### src/rtl/scalar_wb_pkg.sv
// Shared types for the scalar writeback arbiter: the request record written to
// the register file, the source tag used by arbitration, and a one-hot helper.
package scalar_wb_pkg;

    localparam int REG_SIZE = 32;
    localparam int REG_QTY  = 4;
    localparam int SEL_BITS = 2;

    typedef struct packed {
        logic [SEL_BITS-1:0] idx;
        logic [REG_SIZE-1:0] data;
    } wb_req_t;

    typedef enum logic {
        SRC_MEM = 1'b0,
        SRC_ALU = 1'b1
    } wb_src_t;

    function automatic logic [REG_QTY-1:0] idx_onehot(input logic [SEL_BITS-1:0] idx);
        idx_onehot      = '0;
        idx_onehot[idx] = 1'b1;
    endfunction

endpackage

### src/rtl/wb_fifo.sv
// Synchronous FIFO of writeback requests with a destination-register mask of
// every occupied entry, used to build the pending-write hazard mask.
module wb_fifo
    import scalar_wb_pkg::*;
#(
    parameter int DEPTH = 4
) (
    input  logic                     clk,
    input  logic                     reset,
    input  logic                     push,
    input  wb_req_t                  push_req,
    input  logic                     pop,
    output wb_req_t                  head,
    output logic                     full,
    output logic                     empty,
    output logic [$clog2(DEPTH):0]   count,
    output logic [REG_QTY-1:0]       dest_mask
);

    localparam int PTR_W = $clog2(DEPTH);
    typedef logic [PTR_W-1:0] ptr_t;

    ptr_t             wr_ptr_q, wr_ptr_d;
    ptr_t             rd_ptr_q, rd_ptr_d;
    logic [PTR_W:0]   count_q, count_d;
    wb_req_t          mem_q [DEPTH];
    wb_req_t          mem_d [DEPTH];

    // NOTE: every always_comb output gets a default first so no path leaves it unassigned (no latch).
    always_comb begin
        wr_ptr_d = wr_ptr_q;
        rd_ptr_d = rd_ptr_q;
        count_d  = count_q;
        mem_d    = mem_q;
        if (push) begin
            mem_d[wr_ptr_q] = push_req;
            wr_ptr_d        = wr_ptr_q + 1'b1;
        end
        if (pop) begin
            rd_ptr_d = rd_ptr_q + 1'b1;
        end
        case ({push, pop})
            2'b10:   count_d = count_q + 1'b1;
            2'b01:   count_d = count_q - 1'b1;
            default: count_d = count_q;
        endcase
    end

    // NOTE: sequential state uses non-blocking assignments so all flops update together at the edge.
    always_ff @(posedge clk or negedge reset) begin
        if (!reset) begin
            wr_ptr_q <= '0;
            rd_ptr_q <= '0;
            count_q  <= '0;
        end else begin
            wr_ptr_q <= wr_ptr_d;
            rd_ptr_q <= rd_ptr_d;
            count_q  <= count_d;
        end
    end

    // NOTE: storage is not reset; entries are only visible through count_q, which is.
    always_ff @(posedge clk) begin
        mem_q <= mem_d;
    end

    // An entry is live when its distance from the read pointer is below the count.
    always_comb begin
        dest_mask = '0;
        for (int i = 0; i < DEPTH; i++) begin
            if ({1'b0, ptr_t'(ptr_t'(i) - rd_ptr_q)} < count_q) begin
                dest_mask = dest_mask | idx_onehot(mem_q[i].idx);
            end
        end
    end

    assign head  = mem_q[rd_ptr_q];
    assign full  = (count_q == (PTR_W+1)'(DEPTH));
    assign empty = (count_q == '0);
    assign count = count_q;

endmodule

### src/rtl/scalar_wb_arbiter.sv
// Scalar writeback arbiter: queues ALU and load writes, grants one registered
// register-file write per cycle. Define SCALAR_WB_BYPASS_EN for 1-cycle bypass when idle.
module scalar_wb_arbiter
    import scalar_wb_pkg::*;
#(
    parameter int registerSize     = REG_SIZE,
    parameter int registerQuantity = REG_QTY,
    parameter int selectionBits    = SEL_BITS,
    parameter int FIFO_DEPTH       = 4,
    parameter int MAX_WAIT         = 3
) (
    input  logic                        clk,
    input  logic                        reset,
    input  logic                        aluValid,
    output logic                        aluReady,
    input  logic [selectionBits-1:0]    aluReg,
    input  logic [registerSize-1:0]     aluData,
    input  logic                        memValid,
    output logic                        memReady,
    input  logic [selectionBits-1:0]    memReg,
    input  logic [registerSize-1:0]     memData,
    output logic                        regWrEn,
    output logic [selectionBits-1:0]    regToWrite,
    output logic [registerSize-1:0]     dataIn,
    output logic [registerQuantity-1:0] pendMask,
    output logic                        idle
);

    localparam int                WAIT_W   = $clog2(MAX_WAIT + 1);
    localparam logic [WAIT_W-1:0] WAIT_MAX = WAIT_W'(MAX_WAIT);

    wb_req_t                     alu_req, mem_req, alu_head, mem_head;
    logic                        alu_push, mem_push, alu_fifo_push, mem_fifo_push;
    logic                        alu_pop, mem_pop, alu_byp, mem_byp;
    logic                        alu_full, alu_empty, mem_full, mem_empty;
    logic [$clog2(FIFO_DEPTH):0] alu_count, mem_count;
    logic [REG_QTY-1:0]          alu_mask, mem_mask;
    logic                        grant;
    wb_src_t                     grant_src;

    logic                        run_q, run_d;
    logic [WAIT_W-1:0]           wait_q, wait_d;
    logic                        wr_en_q, wr_en_d;
    wb_req_t                     wr_req_q, wr_req_d;

    assign alu_req  = '{idx: aluReg, data: aluData};
    assign mem_req  = '{idx: memReg, data: memData};

    // Ready depends only on registered state, so a full FIFO stays closed while popping.
    assign aluReady = run_q && !alu_full;
    assign memReady = run_q && !mem_full;
    assign alu_push = aluValid && aluReady;
    assign mem_push = memValid && memReady;

`ifdef SCALAR_WB_BYPASS_EN
    logic both_empty;
    assign both_empty = alu_empty && mem_empty;
    assign mem_byp    = mem_push && both_empty;
    assign alu_byp    = alu_push && both_empty && !mem_push;
`else
    assign mem_byp    = 1'b0;
    assign alu_byp    = 1'b0;
`endif

    assign alu_fifo_push = alu_push && !alu_byp;
    assign mem_fifo_push = mem_push && !mem_byp;
    assign alu_pop       = grant && (grant_src == SRC_ALU);
    assign mem_pop       = grant && (grant_src == SRC_MEM);

    wb_fifo #(.DEPTH(FIFO_DEPTH)) u_alu_fifo (
        .clk       (clk),
        .reset     (reset),
        .push      (alu_fifo_push),
        .push_req  (alu_req),
        .pop       (alu_pop),
        .head      (alu_head),
        .full      (alu_full),
        .empty     (alu_empty),
        .count     (alu_count),
        .dest_mask (alu_mask)
    );

    wb_fifo #(.DEPTH(FIFO_DEPTH)) u_mem_fifo (
        .clk       (clk),
        .reset     (reset),
        .push      (mem_fifo_push),
        .push_req  (mem_req),
        .pop       (mem_pop),
        .head      (mem_head),
        .full      (mem_full),
        .empty     (mem_empty),
        .count     (mem_count),
        .dest_mask (mem_mask)
    );

    // MEM wins by default; a starved ALU head takes the port once aluWait saturates.
    always_comb begin
        grant     = !alu_empty || !mem_empty;
        grant_src = SRC_MEM;
        wait_d    = wait_q;
        wr_en_d   = 1'b0;
        wr_req_d  = wr_req_q;
        run_d     = 1'b1;

        if (!alu_empty && (mem_empty || wait_q == WAIT_MAX)) begin
            grant_src = SRC_ALU;
        end

        if (alu_empty || alu_pop) begin
            wait_d = '0;
        end else if (wait_q != WAIT_MAX) begin
            wait_d = wait_q + 1'b1;
        end

        // Bypass only fires with both FIFOs empty, so it never competes with a grant.
        if (alu_pop) begin
            wr_en_d  = 1'b1;
            wr_req_d = alu_head;
        end else if (mem_pop) begin
            wr_en_d  = 1'b1;
            wr_req_d = mem_head;
        end else if (mem_byp) begin
            wr_en_d  = 1'b1;
            wr_req_d = mem_req;
        end else if (alu_byp) begin
            wr_en_d  = 1'b1;
            wr_req_d = alu_req;
        end
    end

    always_ff @(posedge clk or negedge reset) begin
        if (!reset) begin
            run_q    <= 1'b0;
            wait_q   <= '0;
            wr_en_q  <= 1'b0;
            wr_req_q <= '0;
        end else begin
            run_q    <= run_d;
            wait_q   <= wait_d;
            wr_en_q  <= wr_en_d;
            wr_req_q <= wr_req_d;
        end
    end

    assign regWrEn    = wr_en_q;
    assign regToWrite = wr_req_q.idx;
    assign dataIn     = wr_req_q.data;
    assign pendMask   = alu_mask | mem_mask | (wr_en_q ? idx_onehot(wr_req_q.idx) : '0);
    assign idle       = (alu_count == '0) && (mem_count == '0) && !wr_en_q;

endmodule
### config.mk
export PLATFORM = sky130hd
export DESIGN_NAME = scalar_wb_arbiter
export DESIGN_NICKNAME = d
export VERILOG_FILES = /design/src/rtl/scalar_wb_pkg.sv /design/src/rtl/wb_fifo.sv /design/src/rtl/scalar_wb_arbiter.sv
export SDC_FILE = /design/constraint.sdc
export NUM_CORES = 1
export LEC_CHECK = 0
export CAP_MARGIN = 20
export CORE_ASPECT_RATIO = 1.5
export CORE_MARGIN = 2
export CORE_UTILIZATION = 45
export DETAILED_ROUTE_END_ITERATION = 7
export GPL_TIMING_DRIVEN = 0
export PLACE_DENSITY = 0.76
export SYNTH_ARGS = -nofsm -noshare
export SYNTH_HDL_FRONTEND = slang
export SYNTH_SLANG_ARGS = --single-unit
### constraint.sdc
create_clock -name clk -period 4.5 [get_ports clk]
set_input_delay 0.9 -clock clk [delete_from_list [all_inputs] [get_ports clk]]
set_output_delay 0.9 -clock clk [all_outputs]
set_load 0.01 [all_outputs]
# Word level (Yosys, flattened, before mapping)
# Index checks and enable logic that the tools add are counted.
# classes
reduce_logical	34
addsub	17
eq_ne	8
n_lt_le_gt_ge	32
bitwise_logic	13
muxes	48
# ops
cell	n
136-bit bitwise mux	2
34-bit two-way mux	8
34-bit binary-select mux with 2-bit select	2
34-bit demux with 2-bit select	2
4-bit two-way mux	9
4-bit OR	8
2-bit by 3-bit less-than comparator with 1-bit output (second input constant)	9
2-bit by 3-bit less-than comparator with 1-bit output	8
1-bit logical AND	20
1-bit demux with 2-bit select	9
2-bit by 1-bit >= comparator with 1-bit output (second input constant)	9
3-bit >= comparator (second input constant)	4
1-bit two-way mux	12
2-bit inverter with 3-bit output	4
3-bit one-hot mux with 2 select lines	2
2-bit by 1-bit adder with 2-bit output (second input constant)	5
2-bit nonzero test	4
1-bit by 2-bit subtractor with 2-bit output (first input constant)	4
2-bit subtractor (first input constant)	4
3-bit by 1-bit adder with 3-bit output (second input constant)	2
2-bit equality test (second input constant)	3
3-bit equality test (second input constant)	2
3-bit zero test	2
3-bit by 1-bit less-than comparator with 1-bit output (second input constant)	2
7 further kinds	16
# word_totals
register_bits	324
elab_cells	179
in_bits	72
output_inout_bits	42

# Logic depth before layout (Yosys ltp)
# Gate-level depths: netlist of the first run.
# logic_depth
word_depth	13
mapped_depth	11

# Hierarchy
# A second synthesis of the first run with hierarchy kept.
# hier_totals
cells_unflattened	688
area_unflattened_um2	13321.5
# by_module_without_submodules
module	cells_each	area_each_um2	n_inst	seq_area_each_um2
wb_fifo (u_mem_fifo)	254	5689.2	1	4259.1
wb_fifo (u_alu_fifo)	253	5567.8	1	4259.1
scalar_wb_arbiter	181	2064.5	1	950.9

# Least setup slack after synthesis of the first run
# Ideal clock, no wire load.
# synth_timing
path_kind	register -> output
from	register u_alu_fifo.rd_ptr_q[1]
to	output pendMask[0]
n_path_buf	2
path_stages_with_launch	11
setup_slack_ps	668
required_time_ps	3600
arrival_ps	2932
cell_sequence	dfrtp_1 > clkbuf_1 > clkbuf_1 > xor2_1 > inv_1 > ha_1 > nand2b_4 > o2111ai_1 > o31ai_1 > or4_1 > or4_1
# synth_between
elab_chain_len	11
word_cells_on_any_way	17
classes_between	add/sub: 4; order compare: 4; mux: 4; bitwise: 5
# synth_rtl
item	line_no	source
start: declaration	wb_fifo.sv:24	ptr_t rd_ptr_q, rd_ptr_d;
start signal: assignment	wb_fifo.sv:57	rd_ptr_q <= rd_ptr_d;
1-bit by 2-bit subtractor with 2-bit output	wb_fifo.sv:71	if ({1'b0, ptr_t'(ptr_t'(i) - rd_ptr_q)} < count_q) begin
2-bit by 3-bit less-than comparator with 1-bit output	wb_fifo.sv:71	
4-bit two-way mux	wb_fifo.sv:71	
4-bit OR	wb_fifo.sv:72	dest_mask = dest_mask | idx_onehot(mem_q[i].idx);
4-bit two-way mux	wb_fifo.sv:71	
4-bit OR	wb_fifo.sv:72	
4-bit two-way mux	wb_fifo.sv:71	
4-bit OR	wb_fifo.sv:72	
4-bit two-way mux *	wb_fifo.sv:71	
4-bit OR * (2 in series)	scalar_wb_arbiter.sv:148	assign pendMask = alu_mask | mem_mask | (wr_en_q ? idx_onehot(wr_req_q.idx) : '0);
end: declaration	scalar_wb_arbiter.sv:25	output logic [registerQuantity-1:0] pendMask,
# Every way passes the cells marked *; elsewhere a longest branch is shown, timed or not.

# Worst setup path in the final report of the first run
# layout_timing
from	register u_alu_fifo.rd_ptr_q[0]
to	output pendMask[0]
# Same word-level chain as after synthesis.

==> results of run 1 <==
## per-stage QoR
stage               hold slack (ps)  power (W)
floorplan                       418    0.00630
global placement                427    0.00752
detailed placement              433    0.00765
CTS                             358     0.0103
global route                    392     0.0107
finish                          356     0.0102
## worst register-to-register path, cell delays in order, from the launching register on
cell      delay (ps)
dfrtp_1          410
buf_6            150
nor3_1           470
o21ai_2          240
clkinv_1         250
buf_2            270
ha_1             220
inv_1             60
fa_1             370
xor2_1           150
nor2_1           110
xor2_1           150
## routing by layer
metal,global-route usage,share of wire,up-vias
met4,0.0679,0.030,0
met1,0.225,0.36,3596
met2,0.341,0.55,225
met5,0,0,-
met3,0.0290,0.059,47
li1,-,-,3128
## timing repair
action / 4_1_cts / 5_1_grt
pin swaps: 0 / 0
gates resized for setup: 21 / 9
buffers inserted: 0 / 0
setup endpoints to repair: 4 / 2
## flip-flops by register name, indices dropped and copies added (netlist names)
signal,flops
u_alu_fifo.count,3
u_alu_fifo.mem_q,136
u_alu_fifo.wr_ptr_q,2
u_mem_fifo.count,3
regWrEn,1
u_alu_fifo.rd_ptr_q,2
u_mem_fifo.wr_ptr_q,2
regToWrite,2
u_mem_fifo.mem_q,136
run_q,1
wait_q,2
dataIn,32
u_mem_fifo.rd_ptr_q,2
## power breakdown
part | total, W | switching (W) | internal [W]
registers | 0.00407 | 0.000278 | 0.00379
clock network | 0.00258 | 0.00104 | 0.00154
logic | 0.00360 | 0.00187 | 0.00173
total | 0.0102 | 0.00320 | 0.00705
## area by class of cell
class,instances,area [um2],share of cell area
clock inverter,16,211,0.0134
buffer,30,205,0.0130
timing repair buffer,122,1310,0.0829
antenna,2,5.00,0.000318
inverter,27,101,0.00643
sequential,324,9470,0.601
multi-input combinational,340,3230,0.205
clock buffer,38,800,0.0507
tap,346,433,0.0275
## Yosys cell counts (2+ instances only)
cell	instances	share of area
o2111ai_1	4	0.0027
nand2b_4	2	0.0021
ha_1	19	0.018
clkbuf_1	18	0.0052
nor2_1	44	0.013
o211ai_1	4	0.0023
a31oi_1	36	0.017
xnor2_1	7	0.0048
and3_1	9	0.0044
mux4_2	68	0.12
buf_6	2	0.0017
inv_1	26	0.0076
nand2b_1	2	0.00097
edfxtp_1	272	0.63
nor3_1	6	0.0023
a21oi_1	4	0.0016
o211a_1	2	0.0016
nor3b_1	3	0.0017
nand3_1	4	0.0016
o22ai_1	4	0.0019
o21ba_2	3	0.0023
nand2b_2	2	0.0014
nand2_1	78	0.023
a21boi_0	2	0.0012
and2_1	2	0.00097
dfrtp_1	52	0.10
buf_2	11	0.0043
or4_1	3	0.0017
fa_1	2	0.0031
o21ai_0	6	0.0023
xor2_1	7	0.0048
## final timing paths
check                                            start                      to  slack (ps)
worst max-delay path            u_alu_fifo.rd_ptr_q[0]             pendMask[0]         110
worst min-delay path                             reset              dataIn[28]         360
worst max register to register     u_mem_fifo.count[2]     u_alu_fifo.count[2]        1580
worst min register to register               wait_q[0]               wait_q[0]         440
max in group asynchronous                        reset  u_alu_fifo.rd_ptr_q[0]        3530
min in group clk                             wait_q[0]               wait_q[0]         440
## cells by family after synthesis
kind of cell | share of synthesized area
multiplexers | 0.119
AO/OA/AOI/OAI | 0.0397
flip-flops | 0.734
buffers and inverters | 0.0191
XOR/XNOR | 0.00951
other | 0.000291
adder cells (fa/ha/maj) | 0.0215
AND/OR/NAND/NOR | 0.0567
## cells in the final DEF, fill, tap and decap left out, types with 5 or more instances in the layout
master	n
edfxtp_1	272
clkdlybuf4s50_1	111
nand2_1	78
mux4_2	68
dfrtp_1	51
nor2_1	44
a31oi_1	36
clkbuf_16	29
inv_1	26
clkbuf_1	19
ha_1	18
buf_12	11
buf_2	8
and3_2	8
clkinv_2	8
xnor2_1	7
nor3_1	6
xor2_1	6
o21ai_0	6
clkbuf_8	5
bufinv_16	5
==> impl_metrics.env, run 1 <==
export IMPL_reg2reg_depth=11
export IMPL_final_area_um2=15800
export IMPL_die_area_um2=30100
export IMPL_cp_num_cells=11
export IMPL_ant_nets=0
export IMPL_endpoint_kind="primary output"
export IMPL_fmax_mhz=228
export IMPL_final_nets=967
export IMPL_wl_per_cell_um=22.2
export IMPL_synthesis_nets=815
export IMPL_place_congestion=0.919
export IMPL_cp_data_required_time_ps=3600
export IMPL_yosysUniqueCellTypes=49
export IMPL_cp_data_arrival_time_ps=3490
export IMPL_worstPathCellList="buf_12 -> buf_12 -> xor2_2 -> inv_1 -> ha_4 -> nand2b_4 -> o2111ai_2 -> o31ai_2 -> or4_1 -> or4_1 -> clkdlybuf4s15_1"
export IMPL_post_route_util=0.562
export IMPL_cap_violations=0
export IMPL_synth_seq_area_share=0.734
export IMPL_initial_core_util=0.460
export IMPL_report_final_slew_viol_count=0
export IMPL_fill_cells=2164
export IMPL_final_cell_count_no_fill=1245
export IMPL_io_buffer_count=113
export IMPL_grt_use_total=0.188
export IMPL_hp_class="primary input to asynchronous set/reset pin"
export IMPL_core_um2=28100
export IMPL_powerDensity_nw_per_um2=650
export IMPL_preCtsSetupSlack_ps=-286
export IMPL_pin_count=114
export IMPL_slowest_delay_ps=530
export IMPL_crit_type="flip-flop to primary output"
export IMPL_fin_crit_sh=0.976
export IMPL_cp_top_family="simple AND/OR/NAND/NOR gates"
export IMPL_ys_flop_type="edfxtp_1"
export IMPL_yosysWarnings=0
export IMPL_die_h_um=211
export IMPL_worst_slew_pin_slew_ps=664
export IMPL_wirelength_um=27700
export IMPL_p_leak_nw=5.51
export IMPL_clock_path_buffers=3
export IMPL_async_flop_share=0.160
export IMPL_crit_slowest_cell="or4_1"
export IMPL_vias=6996
export IMPL_drt_iter0_drc=482
export IMPL_antenna_found_initial=2
export IMPL_dpl_hpwl_um=19200
export IMPL_drtPass1Iterations=5
export IMPL_status="finished, final reports clean"
export IMPL_root_buffer="clkbuf_16"
export IMPL_area_delta_synth_final_pct=22.2
export IMPL_vias_per_cell=5.62
export IMPL_fp_row_count=75
export IMPL_finalSetupViolCount=0
export IMPL_drcViolationCount=0
export IMPL_cts_hold_buf=0
export IMPL_grt_pass1_wl_um=41800
export IMPL_cts_sinks=324
export IMPL_die_w_um=142
export IMPL_layout_min_cycle_time_ps=4390
export IMPL_hold_violations=0
export IMPL_worst_setup_path_start_kind="flip-flop"
export IMPL_htreeDepth=1
export IMPL_drive_gt1_frac=0.187
export IMPL_critPathBufInv=4
export IMPL_place_area_um2=14600
export IMPL_cts_clk_slew_worst_paths_ps=70
export IMPL_cts_inserted_buffers=29
export IMPL_overflow=0
export IMPL_skew_ps=24.6
export IMPL_cts_tree="built"
export IMPL_timing_final_ws_setup_ps=108
export IMPL_syn_area_per_cell_um2=17.9
export IMPL_relSlewSlack=0.557
export IMPL_grt_pass1_vias=7280
export IMPL_critPathMaxFanout=10
export IMPL_clock_latency_ps=560
export IMPL_ys_seq_elements=324
export IMPL_netlist_area_um2=12900
export IMPL_rsz0062_at_grt="false"
export IMPL_grt_max_degree=35
export IMPL_tns_ps=0
export IMPL_synth_cells=722
export IMPL_dp_cells=1190
export IMPL_synth_edf_count=272
export IMPL_vdd_drop_max_mv=0.497
(Power assumes the default switching activity.)
==> run 2, diff against run 1 <==
- CTS_CLUSTER_DIAMETER: default -> 80
==> results of run 2 <==
Final layout, timing and power as in run 1 (identical DEF).
==> run 3, diff against run 2 <==
- SLEW_MARGIN: default -> 20
==> run 3 against run 2 <==
  * Cell area grew 0.34%
  * Final cell count down 0.16%
  * Die area stayed put
  * Critical path type unchanged
  * Largest cell class unchanged
  * Highest routed layer unchanged
==> impl_metrics.env, run 3 (synthesized netlist as in run 1, its figures left out) <==
export IMPL_core_um2=28100
export IMPL_skew_ps=20.1
export IMPL_die_w_um=142
export IMPL_area_delta_synth_final_pct=22.6
export IMPL_cts_inserted_buffers=29
export IMPL_crit_slowest_cell="or4_1"
export IMPL_cts_tree="built"
export IMPL_hold_ws_ps=404
export IMPL_layout_min_cycle_time_ps=4340
export IMPL_place_area_um2=14600
export IMPL_cp_common_cell="or4_1"
export IMPL_fill_cells=2112
export IMPL_cp_data_arrival_time_ps=3440
export IMPL_finalSetupViolCount=0
export IMPL_worst_setup_path_start_kind="flip-flop"
export IMPL_grt_pass1_wl_um=41400
export IMPL_final_cell_mix="edfxtp_1, clkdlybuf4s50_1, nand2_1"
export IMPL_rsz0062_at_grt="false"
export IMPL_antenna_found_initial=1
export IMPL_cts_clk_slew_worst_paths_ps=70
export IMPL_grt_pass1_vias=7263
export IMPL_endpoint_kind="primary output"
export IMPL_final_cell_count_no_fill=1243
export IMPL_fp_row_count=75
export IMPL_drcViolationCount=0
export IMPL_dpl_hpwl_um=19100
export IMPL_cp_data_required_time_ps=3600
export IMPL_slowest_delay_ps=540
export IMPL_mostFrequentLayoutCell="edfxtp_1"
export IMPL_io_buffer_count=113
export IMPL_wl_per_cell_um=22.0
export IMPL_dp_cells=1189
export IMPL_die_area_um2=30100
export IMPL_place_congestion=0.919
export IMPL_vias_per_cell=5.61
export IMPL_powerDensity_nw_per_um2=656
export IMPL_pin_count=114
export IMPL_report_final_slew_viol_count=0
export IMPL_grt_use_total=0.186
export IMPL_die_h_um=211
export IMPL_hp_class="primary input to asynchronous set/reset pin"
export IMPL_fmax_mhz=231
export IMPL_final_area_um2=15800
export IMPL_initial_core_util=0.460
export IMPL_vias=6971
export IMPL_cts_sinks=324
export IMPL_wirelength_um=27400
export IMPL_critPathMaxFanout=10
export IMPL_grt_max_degree=53
export IMPL_p_leak_nw=5.55
export IMPL_htreeDepth=1
export IMPL_fin_crit_sh=0.964
export IMPL_final_nets=966
export IMPL_crit_type="flip-flop to primary output"
export IMPL_root_buffer="clkbuf_16"
export IMPL_drtPass1Iterations=7
export IMPL_drt_iter0_drc=439
export IMPL_clock_path_buffers=3
export IMPL_relSlewSlack=0.514
export IMPL_overflow=0
export IMPL_worstPathCellList="buf_6 -> clkbuf_8 -> inv_1 -> ha_1 -> a211o_1 -> nand3b_2 -> o21ai_1 -> or4_1 -> or4_1 -> dlygate4sd2_1"
export IMPL_status="finished, final reports clean"
export IMPL_clock_latency_ps=550
export IMPL_ant_nets=0
export IMPL_vdd_drop_max_mv=0.442
export IMPL_worst_slew_pin_slew_ps=729
export IMPL_cap_violations=0
export IMPL_drive_gt1_frac=0.185
export IMPL_hold_violations=0
## run 3: repair_timing
action	4_1_cts	5_1_grt
resized for setup	20	6
setup endpoints to repair	4	2
buffers inserted	1	0
cloned	0	0
hold buffers	0	0
## run 3: worst paths after layout
kind | cells past startpoint | slack [ps] | startpoint | end
setup reg to reg | 11 | 1530 | u_mem_fifo.count[2] | u_alu_fifo.count[2]
max in group asynchronous | 1 | 3600 | reset | u_mem_fifo.wr_ptr_q[0]
hold reg to reg | 1 | 440 | wait_q[0] | wait_q[0]
hold / removal | 1 | 400 | reset | u_alu_fifo.wr_ptr_q[0]
setup / recovery | 10 | 160 | u_mem_fifo.rd_ptr_q[1] | pendMask[0]
min in group clk | 1 | 440 | wait_q[0] | wait_q[0]
## run 3: layout make-up
cell class                      count  area, um2  share of cell area
Sequential cell                   324       9470               0.599
Multi-Input combinational cell    340       3200               0.202
Timing Repair Buffer              122       1300              0.0824
Clock buffer                       36        890              0.0563
Tap cell                          346        433              0.0274
Clock inverter                     18        229              0.0145
Buffer                             29        189              0.0119
Inverter                           27        101             0.00641
Antenna cell                        1       2.50            0.000158
## run 3: where the power goes
| group | total, W | leakage, nW | internal [W] | switching [W] |
|---|---|---|---|---|
| Clock | 0.00278 | 0.554 | 0.00170 | 0.00108 |
| Combinational | 0.00354 | 1.92 | 0.00170 | 0.00185 |
| Sequential | 0.00406 | 3.08 | 0.00379 | 0.000270 |
| Total | 0.0104 | 5.55 | 0.00718 | 0.00320 |
## run 3: metal layers
layer  vias to the layer above  wire [um]  global-route usage
li1                       3125          -                   -
met1                      3565      10000               0.227
met2                       232      14700               0.330
met3                        49       1630              0.0310
met4                         0        998              0.0721
met5                         -          0                   0
## run 3: critical path, delay by kind of cell, from the launching register on
kind	cells	cell delay (ps)
compound gates	2	360
fa+ha+maj	1	280
flops	1	380
simple gates	3	1140
buf+inv	4	730
## run 3: per-stage QoR
step           TNS, ps  total power, W  utilization  worst slack (ps)
2_1_floorplan        0         0.00630            -               668
3_3_place_gp      -317         0.00752        0.515              -317
3_5_place_dp      -298         0.00764        0.522              -298
4_1_cts              0          0.0105        0.564              1.58
5_1_grt              0          0.0109        0.564              7.77
6_report             0          0.0104        0.564               163
